<file path="config.mk">
export PLATFORM = sky130hd
export DESIGN_NAME = flow_control_mc
export DESIGN_NICKNAME = d
export VERILOG_FILES = /design/src/rtl/flow_control_pkg.sv /design/src/rtl/rr_arbiter.sv /design/src/rtl/flow_control_mc.sv
export SDC_FILE = /design/constraint.sdc
export NUM_CORES = 1
export LEC_CHECK = 0
export BUFFER_PORTS_ARGS = -buffer_cell sky130_fd_sc_hd__buf_2
export CORE_MARGIN = 3
export CORE_UTILIZATION = 40
export DETAILED_ROUTE_END_ITERATION = 16
export SETUP_SLACK_MARGIN = 0.02
export SKIP_CTS_REPAIR_TIMING = 1
export SYNTH_ARGS = -nofsm -noshare
export SYNTH_HDL_FRONTEND = slang
export SYNTH_SLANG_ARGS = --single-unit
</file>
<file path="constraint.sdc">
create_clock -name clk -period 5.55 [get_ports clk]
set_clock_uncertainty 0.15 [all_clocks]
set_input_delay 0.2775 -clock clk [delete_from_list [all_inputs] [get_ports clk]]
set_output_delay 0.2775 -clock clk [all_outputs]
set_load 0.05 [all_outputs]
</file>
<file path="src/rtl/flow_control_pkg.sv">
// rtl/flow_control_pkg.sv - shared types and helpers for the multi-channel flow controller
//
// Purpose: per-channel FSM state encoding, statistics counter width and a
// saturating increment used by the optional pause-cycle counters.
// Ports: none (package).

package flow_control_pkg;

  typedef enum logic {
    FC_RUN    = 1'b0,
    FC_PAUSED = 1'b1
  } fc_state_e;

  localparam int STAT_W = 16;

  // Holds at all-ones instead of wrapping back to zero.
  function automatic logic [STAT_W-1:0] sat_inc(input logic [STAT_W-1:0] v);
    return (&v) ? v : v + STAT_W'(1);
  endfunction

endpackage

</file>
<file path="src/rtl/rr_arbiter.sv">
// rtl/rr_arbiter.sv - combinational round-robin pick starting at a supplied pointer
//
// Purpose: select the first set request bit at or after ptr, wrapping from
// NCH-1 back to 0. The pointer register itself lives in the parent.
// Ports:
//   req    in   NCH    request vector
//   ptr    in   ID_W   search start index
//   grant  out  NCH    one-hot selection, zero when no request
//   id     out  ID_W   binary index of grant, zero when no request
//   valid  out  1      at least one request present

module rr_arbiter #(
  parameter  int NCH  = 4,
  localparam int ID_W = (NCH > 1) ? $clog2(NCH) : 1
) (
  input  logic [NCH-1:0]  req,
  input  logic [ID_W-1:0] ptr,
  output logic [NCH-1:0]  grant,
  output logic [ID_W-1:0] id,
  output logic            valid
);

  int   idx;
  logic found;

  always_comb begin
    grant = '0;
    id    = '0;
    found = 1'b0;
    idx   = 0;
    for (int k = 0; k < NCH; k++) begin
      idx = int'(ptr) + k;
      if (idx >= NCH) begin
        idx = idx - NCH;
      end
      if (!found && req[idx]) begin
        found      = 1'b1;
        grant[idx] = 1'b1;
        id         = ID_W'(idx);
      end
    end
  end

  assign valid = |req;

endmodule

</file>
<file path="src/rtl/flow_control_mc.sv">
// rtl/flow_control_mc.sv - multi-channel FIFO flow controller with round-robin pop selection
//
// Purpose: per channel, a registered pause with hysteresis toward the writer,
// a registered can_pop toward the consumer and sticky overflow/underflow
// flags; one shared consumer is served by a round-robin pick each cycle.
// Optional feature macro: FLOW_CONTROL_STATS_EN adds per-channel 16-bit
// saturating pause-cycle counters on output pause_cycles.
// Ports:
//   clk, reset               clock, synchronous active-high reset
//   fifo_count  in  NCH*CNT_W  occupancy, channel i at [i*CNT_W +: CNT_W]
//   fifo_wr     in  NCH        write strobes (error detection only)
//   fifo_rd     in  NCH        read strobes (error detection only)
//   af_thresh   in  CNT_W      almost-full level, shared
//   ae_thresh   in  CNT_W      almost-empty level, shared
//   dest_ready  in  1          consumer accepts one pop this cycle
//   pause       out NCH        per-channel back-pressure
//   can_pop     out NCH        per-channel above almost-empty
//   pop_grant   out NCH        one-hot pop selection, zero when idle
//   pop_id      out ID_W       index of pop_grant, zero when idle
//   err_ovf     out NCH        sticky write-at-full
//   err_unf     out NCH        sticky read-at-empty
//   pause_cycles out NCH*16    (FLOW_CONTROL_STATS_EN only)

module flow_control_mc
  import flow_control_pkg::*;
#(
  parameter  int NCH   = 4,
  parameter  int DEPTH = 8,
  parameter  int HYST  = 1,
  localparam int CNT_W = $clog2(DEPTH + 1),
  localparam int ID_W  = (NCH > 1) ? $clog2(NCH) : 1
) (
  input  logic                 clk,
  input  logic                 reset,
  input  logic [NCH*CNT_W-1:0] fifo_count,
  input  logic [NCH-1:0]       fifo_wr,
  input  logic [NCH-1:0]       fifo_rd,
  input  logic [CNT_W-1:0]     af_thresh,
  input  logic [CNT_W-1:0]     ae_thresh,
  input  logic                 dest_ready,
  output logic [NCH-1:0]       pause,
  output logic [NCH-1:0]       can_pop,
  output logic [NCH-1:0]       pop_grant,
  output logic [ID_W-1:0]      pop_id,
  output logic [NCH-1:0]       err_ovf,
  output logic [NCH-1:0]       err_unf
`ifdef FLOW_CONTROL_STATS_EN
  ,
  output logic [NCH*STAT_W-1:0] pause_cycles
`endif
);

  localparam logic [CNT_W-1:0] FULL_CNT = CNT_W'(DEPTH);
  // Threshold math is one bit wider so count+HYST cannot wrap.
  localparam logic [CNT_W:0]   HYST_X   = (CNT_W+1)'(HYST);

  logic [CNT_W:0] af_x;
  assign af_x = {1'b0, af_thresh};

  for (genvar i = 0; i < NCH; i++) begin : g_ch
    logic [CNT_W-1:0] cnt;
    logic [CNT_W:0]   cnt_x;
    logic             full;
    logic             empty;
    logic             go_pause;
    logic             go_run;
    fc_state_e        state;
    logic             can_pop_q;
    logic             ovf_q;
    logic             unf_q;

    assign cnt      = fifo_count[i*CNT_W +: CNT_W];
    assign cnt_x    = {1'b0, cnt};
    assign full     = (cnt == FULL_CNT);
    assign empty    = (cnt == '0);
    assign go_pause = (cnt_x >= af_x) || full;
    assign go_run   = ((cnt_x + HYST_X) < af_x) && !full;

    always_ff @(posedge clk) begin
      if (reset) begin
        state     <= FC_RUN;
        can_pop_q <= 1'b0;
        ovf_q     <= 1'b0;
        unf_q     <= 1'b0;
      end else begin
        case (state)
          FC_RUN:    if (go_pause) state <= FC_PAUSED;
          FC_PAUSED: if (go_run)   state <= FC_RUN;
          default:   state <= FC_RUN;
        endcase
        can_pop_q <= (cnt > ae_thresh) && !empty;
        // A simultaneous write and read at full/empty is a pass-through.
        if (fifo_wr[i] && !fifo_rd[i] && full) ovf_q <= 1'b1;
        if (fifo_rd[i] && !fifo_wr[i] && empty) unf_q <= 1'b1;
      end
    end

    assign pause[i]   = (state == FC_PAUSED);
    assign can_pop[i] = can_pop_q;
    assign err_ovf[i] = ovf_q;
    assign err_unf[i] = unf_q;

`ifdef FLOW_CONTROL_STATS_EN
    logic [STAT_W-1:0] stat_q;

    always_ff @(posedge clk) begin
      if (reset) begin
        stat_q <= '0;
      end else if (state == FC_PAUSED) begin
        stat_q <= sat_inc(stat_q);
      end
    end

    assign pause_cycles[i*STAT_W +: STAT_W] = stat_q;
`endif
  end

  logic [NCH-1:0]  arb_grant;
  logic [ID_W-1:0] arb_id;
  logic            arb_valid;
  logic [ID_W-1:0] ptr;

  // The arbiter looks at the registered can_pop, so a channel becomes
  // eligible one cycle after its count rises above almost-empty.
  rr_arbiter #(.NCH(NCH)) u_arb (
    .req   (can_pop),
    .ptr   (ptr),
    .grant (arb_grant),
    .id    (arb_id),
    .valid (arb_valid)
  );

  always_ff @(posedge clk) begin
    if (reset) begin
      ptr       <= '0;
      pop_grant <= '0;
      pop_id    <= '0;
    end else if (dest_ready && arb_valid) begin
      pop_grant <= arb_grant;
      pop_id    <= arb_id;
      ptr       <= (arb_id == ID_W'(NCH - 1)) ? '0 : arb_id + ID_W'(1);
    end else begin
      pop_grant <= '0;
      pop_id    <= '0;
    end
  end

endmodule

</file>
# Yosys cells after proc, flatten, opt, wreduce, memory -nomap -nowiden
# Index checks and enable logic that the tools add are counted.
# word_totals
ff_bits,24
wordCells,177
# op_classes
add_sub_neg,12
n_lt_le_gt_ge,24
n_eq_ne,5
muxes,48
bitwise,8
n_reduce_logical,61
# ops
op,n
"32-bit by 1-bit greater-or-equal comparator with 1-bit output, second input constant",4
"32-bit by 4-bit less-than comparator with 1-bit output, second input constant",4
32-bit two-way mux,4
"32-bit by 4-bit greater-or-equal comparator with 1-bit output, second input constant",3
"32-bit by 4-bit subtractor with 32-bit output, second input constant",3
1-bit logical AND,32
1-bit two-way mux,23
"4-bit by 1-bit adder with 5-bit output, second input constant",4
5-bit by 4-bit less-than comparator with 1-bit output,4
1-bit zero test,19
"4-bit equality test, second input constant",4
4-bit greater-or-equal comparator,4
4-bit > comparator,4
4-bit zero test,4
4-bit two-way mux,4
4-bit OR,3
2-bit two-way mux,5
1-bit binary-select mux with 2-bit select,4
1-bit demux with 2-bit select,4
1-bit one-hot mux with 2 select lines,4
"2-bit by 2-bit adder with 3-bit output, second input constant",2
1-bit NOT,5
1-bit logical OR,4
4-bit OR reduction,1
other kinds (6),6

# Logic depth before layout (Yosys ltp)
# depth
word_depth,17
mapped_depth,12
depth_no_buf,11

# Cells and area by module
# A second synthesis with hierarchy kept.
# unflattened
hier_cells,301
area_unflattened_um2,2681.3
# by_module_without_submodules
mod,n_inst,cells_per_inst,area_per_inst_um2,seq_area_each_um2
flow_control_mc,1,247,2200.9,480.5
rr_arbiter,1,54,480.5,0.0

# Worst setup path before layout
# Ideal clock, no wire load.
# synth_path
kind,flip-flop to flip-flop
start,register ptr[0]
end,register ptr[0]
setup_time_ns,0.075
arrival_ns,2.688
setup_slack_ns,2.638
path_stages_with_launch,11
path_buffers,1
synth_period_minus_slack_ns,2.912
cell_sequence,dfxtp_1 -> buf_6 -> inv_1 -> ha_1 -> mux4_2 -> clkinv_1 -> a21o_1 -> a22o_1 -> ha_1 -> or4_1 -> a31oi_1
# synth_between
elab_chain_cells,17
# synth_rtl
item,line_no,text
from (decl),flow_control_mc.sv:121,logic [ID_W-1:0] ptr;
from (signal assigned),flow_control_mc.sv:141,ptr <= (arb_id == ID_W'(NCH - 1)) ? '0 : arb_id + ID_W'(1);
"parallel branches: the longest is 14 deep, another holds 32-bit by 4-bit subtractor with 32-bit output",-,
2-bit two-way mux (*),rr_arbiter.sv:36,if (!found && req[idx]) begin
net arb_id[0],flow_control_mc.sv:119,logic [ID_W-1:0] arb_id;
2-bit by 1-bit adder with 2-bit output / 2-bit equality test (equally long branches),flow_control_mc.sv:141,
2-bit two-way mux (*),flow_control_mc.sv:141,
# Mark *: on every way through the listed nets, which the timed path passes. The select of a mux whose other input is x is not followed.
# A chain may end at the register's enable or synchronous reset.

# Worst setup path in the final report
# Same ends and word-level chain as after synthesis.

==> out/results.env <==
STATUS='finished, final reports clean'
INITIAL_CORE_UTIL=0.426
WIRELENGTH_MM=5.44
TYPE_OF_ORIGIN_OF_THE_CRITICAL_PATH='flop'
IOPINCOUNT=57
SYNTHTOLAYOUTAREAGROWTH_PCT=11.7
MAX_CLOCK_FREQ_MHz=295
DRT_DRC_VIOLATIONS_LEFT=0
POST-DP-HPWL_MM=4.31
DR.FIRST_ITER.DRC_COUNT=52
NETLIST_TOP_CELLS_COUNT='ha_1 (65), inv_1 (28), dfxtp_1 (24)'
ROUTED-VIA-COUNT=2137
CP_DATA_REQUIRED_TIME_PS=5610
WORST_TRAN_PIN_VALUE_PS=945
YOSYSTOPAREACELLSHARE=0.313
CTS_INSERTED_BUFFERS=3
NUMBER_OF_DETAILED_ROUTING_ITERATIONS_RUN_BEFORE_ANTENNA_REPAIR=4
END_KIND='flop'
CAP_VIOL_MAX_COUNT=0
CRITICAL_PATH_AT_PS=3440
CRIT_FANOUT=16
DIE_X_UM=86.6
DIE_HEIGHT_UM=86.6
SYNTH.CELL_AREA_SQ_UM=2600
WORSTHOLDPATHTYPE='in2reg'
P_LEAK_nW=1.53
GRT_SETUP_UNREPAIRED='false'
MAXIMUM_RESISTIVE_DROP_ON_VDD_uV=228
ROUTABILITYCONGESTION=0.746
YS.FLOP_TYPE='dfxtp_1'
STD_CELL_ROWS=28
YS_ASYNC_SR_FRACTION=0
PATH_CLASS='reg2reg'
ANTENNA_CELLS_INSERTED=0
DRT.ANTENNA.VIOLATING_NETS=0
REGAREA_SQ_UM=480
FINISH.NET_COUNT=448
YS_SEQ_ELEMENTS=24
MIN_PERIOD_OVER_PERIOD=0.610
TRITONCTS='built'
PATH_CLK_SLEW_PS=100
TOTALNEGATIVESETUPSLACK_PS=0
DRIVE_ABOVE_1_SHARE=0.190
POWERDENSITY_nW_PER_UM2=254
ROUTEDWLPERCELL_UM=12.9
NUM-FILL-CELLS=628
DIE_OUTLINE_AREA_SQ_UM=7500
TRACK_USAGE=0.152
SYNTH_CELL_TYPES=37
POST-ROUTE-MIN-PERIOD_PS=3380
GRT_PASS1_VIAS=2064
ANTENNA_VIOLATIONS_BEFORE_REPAIR=0
GRT_PASS1_WL_MM=9.26
ROOT_BUFFER='clkbuf_8'
POSTSYNTHCELLCOUNT=307
FINALSETUPVIOLCOUNT=0
PLACED_CELLS=418
MAX_SLEW_MARGIN=0.362
NETLIST_TOP_CELLS_AREA='ha_1 (31%), dfxtp_1 (18%), buf_4 (4.6%)'
YS.WARNINGS.COUNT=0
SYNTH.AVG_CELL_AREA_SQ_UM=8.46
SEQ_AREA_FRAC_SYNTH=0.185
VIA_PER_INST=5.06
SYNTH_TOP_AREA_CELL='ha_1'
FINAL_MAX_SLEW_VIOL_COUNT=0
POSTSYNTHNETCOUNT=407
REPORT.POWER.TOTAL_W=0.000738
SYNTH-EDFF-COUNT=0
CTS_H_TREE_DEPTH=1
FINALHOLDVIOLATIONS=0
CLOCK_SINK_COUNT=24
GRT.OVERFLOW.TOTAL=0
YOSYS.CELL_COUNT.TOP_TYPE='ha_1'
CTS.PATH.MAX_BUFFERS=2
CORE_AREA_SQ_UM=6100
PORT_BUFFERS=56
GRT_START_MAX_NET_PINS=21
FINAL_CELL_COUNT_NO_FILL=422
CLOCK_INSERTION_DELAY_AT_THE_LATER_PIN_OF_THE_SKEW_REPORT_PS=270
MULTI_INPUT_GATE_AREA_SQ_UM=1870
cells by family (layout without fill, tap and decap cells):
logic type,count (synthesis),after routing,share of synthesized area
adder cells (fa/ha/maj),65,65,0.313
multiplexers,6,6,0.0443
AO/OA/AOI/OAI,61,61,0.152
AND/OR/NAND/NOR,94,94,0.182
flip-flops,24,24,0.185
buffers and inverters,49,89,0.0968
XOR/XNOR,8,8,0.0270
flip-flops by register name, indices dropped and copies added (netlist names):
signal,flops
g_ch.can_pop_q,4
g_ch.ovf_q,4
g_ch.state,4
g_ch.unf_q,4
pop_grant,4
pop_id,2
ptr,2
worst paths after layout:
kind                      start            end  slack [ps]  cells after the start
setup / recovery         ptr[0]         ptr[0]        2170                      9
hold / removal       fifo_rd[1]  g_ch[1].unf_q         110                      3
setup reg to reg         ptr[0]         ptr[0]        2170                      9
hold reg to reg   g_ch[2].unf_q  g_ch[2].unf_q         330                      2
cell type report:
type	count	share of cell area
Clock buffer	3	0.0142
Inverter	29	0.0375
Tap cell	75	0.0324
Multi-Input combinational cell	234	0.643
Sequential cell	24	0.166
Clock inverter	1	0.0104
Timing Repair Buffer	56	0.0966
critical path, cell delays in order (launching register included):
cell and delay, ps:
dfxtp_1 730, inv_1 280, ha_1 430, mux4_2 340, clkinv_1 110, a21o_1 170
a22o_1 250, ha_1 200, or4_1 500, a31oi_1 160
layer usage:
layer	GRT usage	part of all wire	vias to the layer above
met5	0	0	-
met4	0.0368	0.0077	0
met3	0.0200	0.036	4
met2	0.264	0.46	40
met1	0.200	0.50	946
li1	-	-	1147
through the flow:
| stage | setup slack [ps] | hold slack (ps) | instance area (sq um) | util |
|---|---|---|---|---|
| after floorplan | 2640 | 277 | 2600 | - |
| after global placement | 2300 | 300 | 2830 | 0.464 |
| after detailed placement | 2210 | 307 | 2830 | 0.464 |
| after CTS | 2190 | 92.6 | 2900 | 0.476 |
| after global routing | 1940 | 118 | 2900 | 0.476 |
| final | 2170 | 106 | 2900 | 0.476 |
placed cells by master, fill, tap and decap left out:
| cell type | synthesis | routed |
|---|---|---|
| nor3_1 | 9 | 9 |
| mux4_2 | 3 | 3 |
| nor2b_1 | 13 | 13 |
| nand3_1 | 4 | 4 |
| o41ai_1 | 1 | 1 |
| nand2_1 | 21 | 21 |
| nor3b_1 | 2 | 2 |
| nor2_1 | 22 | 22 |
| mux4_1 | 1 | 1 |
| a31oi_1 | 9 | 9 |
| clkinv_1 | 1 | 1 |
| a41o_1 | 4 | 4 |
| nor3_2 | 1 | 1 |
| bufinv_16 | 0 | 1 |
| a22o_1 | 1 | 1 |
| buf_2 | 0 | 56 |
| or3_1 | 1 | 1 |
| a221oi_1 | 8 | 8 |
| nand2b_1 | 18 | 18 |
| a21o_1 | 1 | 1 |
| inv_1 | 28 | 28 |
| o21a_1 | 4 | 4 |
| xor2_1 | 4 | 4 |
| o21ai_0 | 16 | 16 |
| a21oi_1 | 15 | 15 |
| xnor2_1 | 4 | 4 |
| mux2_2 | 1 | 1 |
| or2_2 | 1 | 1 |
| mux2i_1 | 1 | 1 |
| clkbuf_8 | 0 | 3 |
| a211o_1 | 1 | 1 |
| o221ai_1 | 1 | 1 |
| nand3b_1 | 1 | 1 |
| or4_1 | 1 | 1 |
| dfxtp_1 | 24 | 24 |
| ha_1 | 65 | 65 |
where the power goes:
group / total (W) / leakage, nW / switching [W] / internal [W]
Clock: 0.000159 / 0.0357 / 0.0000627 / 0.0000965
Sequential: 0.000224 / 0.196 / 0.0000343 / 0.000190
Combinational: 0.000354 / 1.30 / 0.000204 / 0.000150
Total: 0.000738 / 1.53 / 0.000301 / 0.000437
No activity file was read; power rests on OpenSTA's default activity.
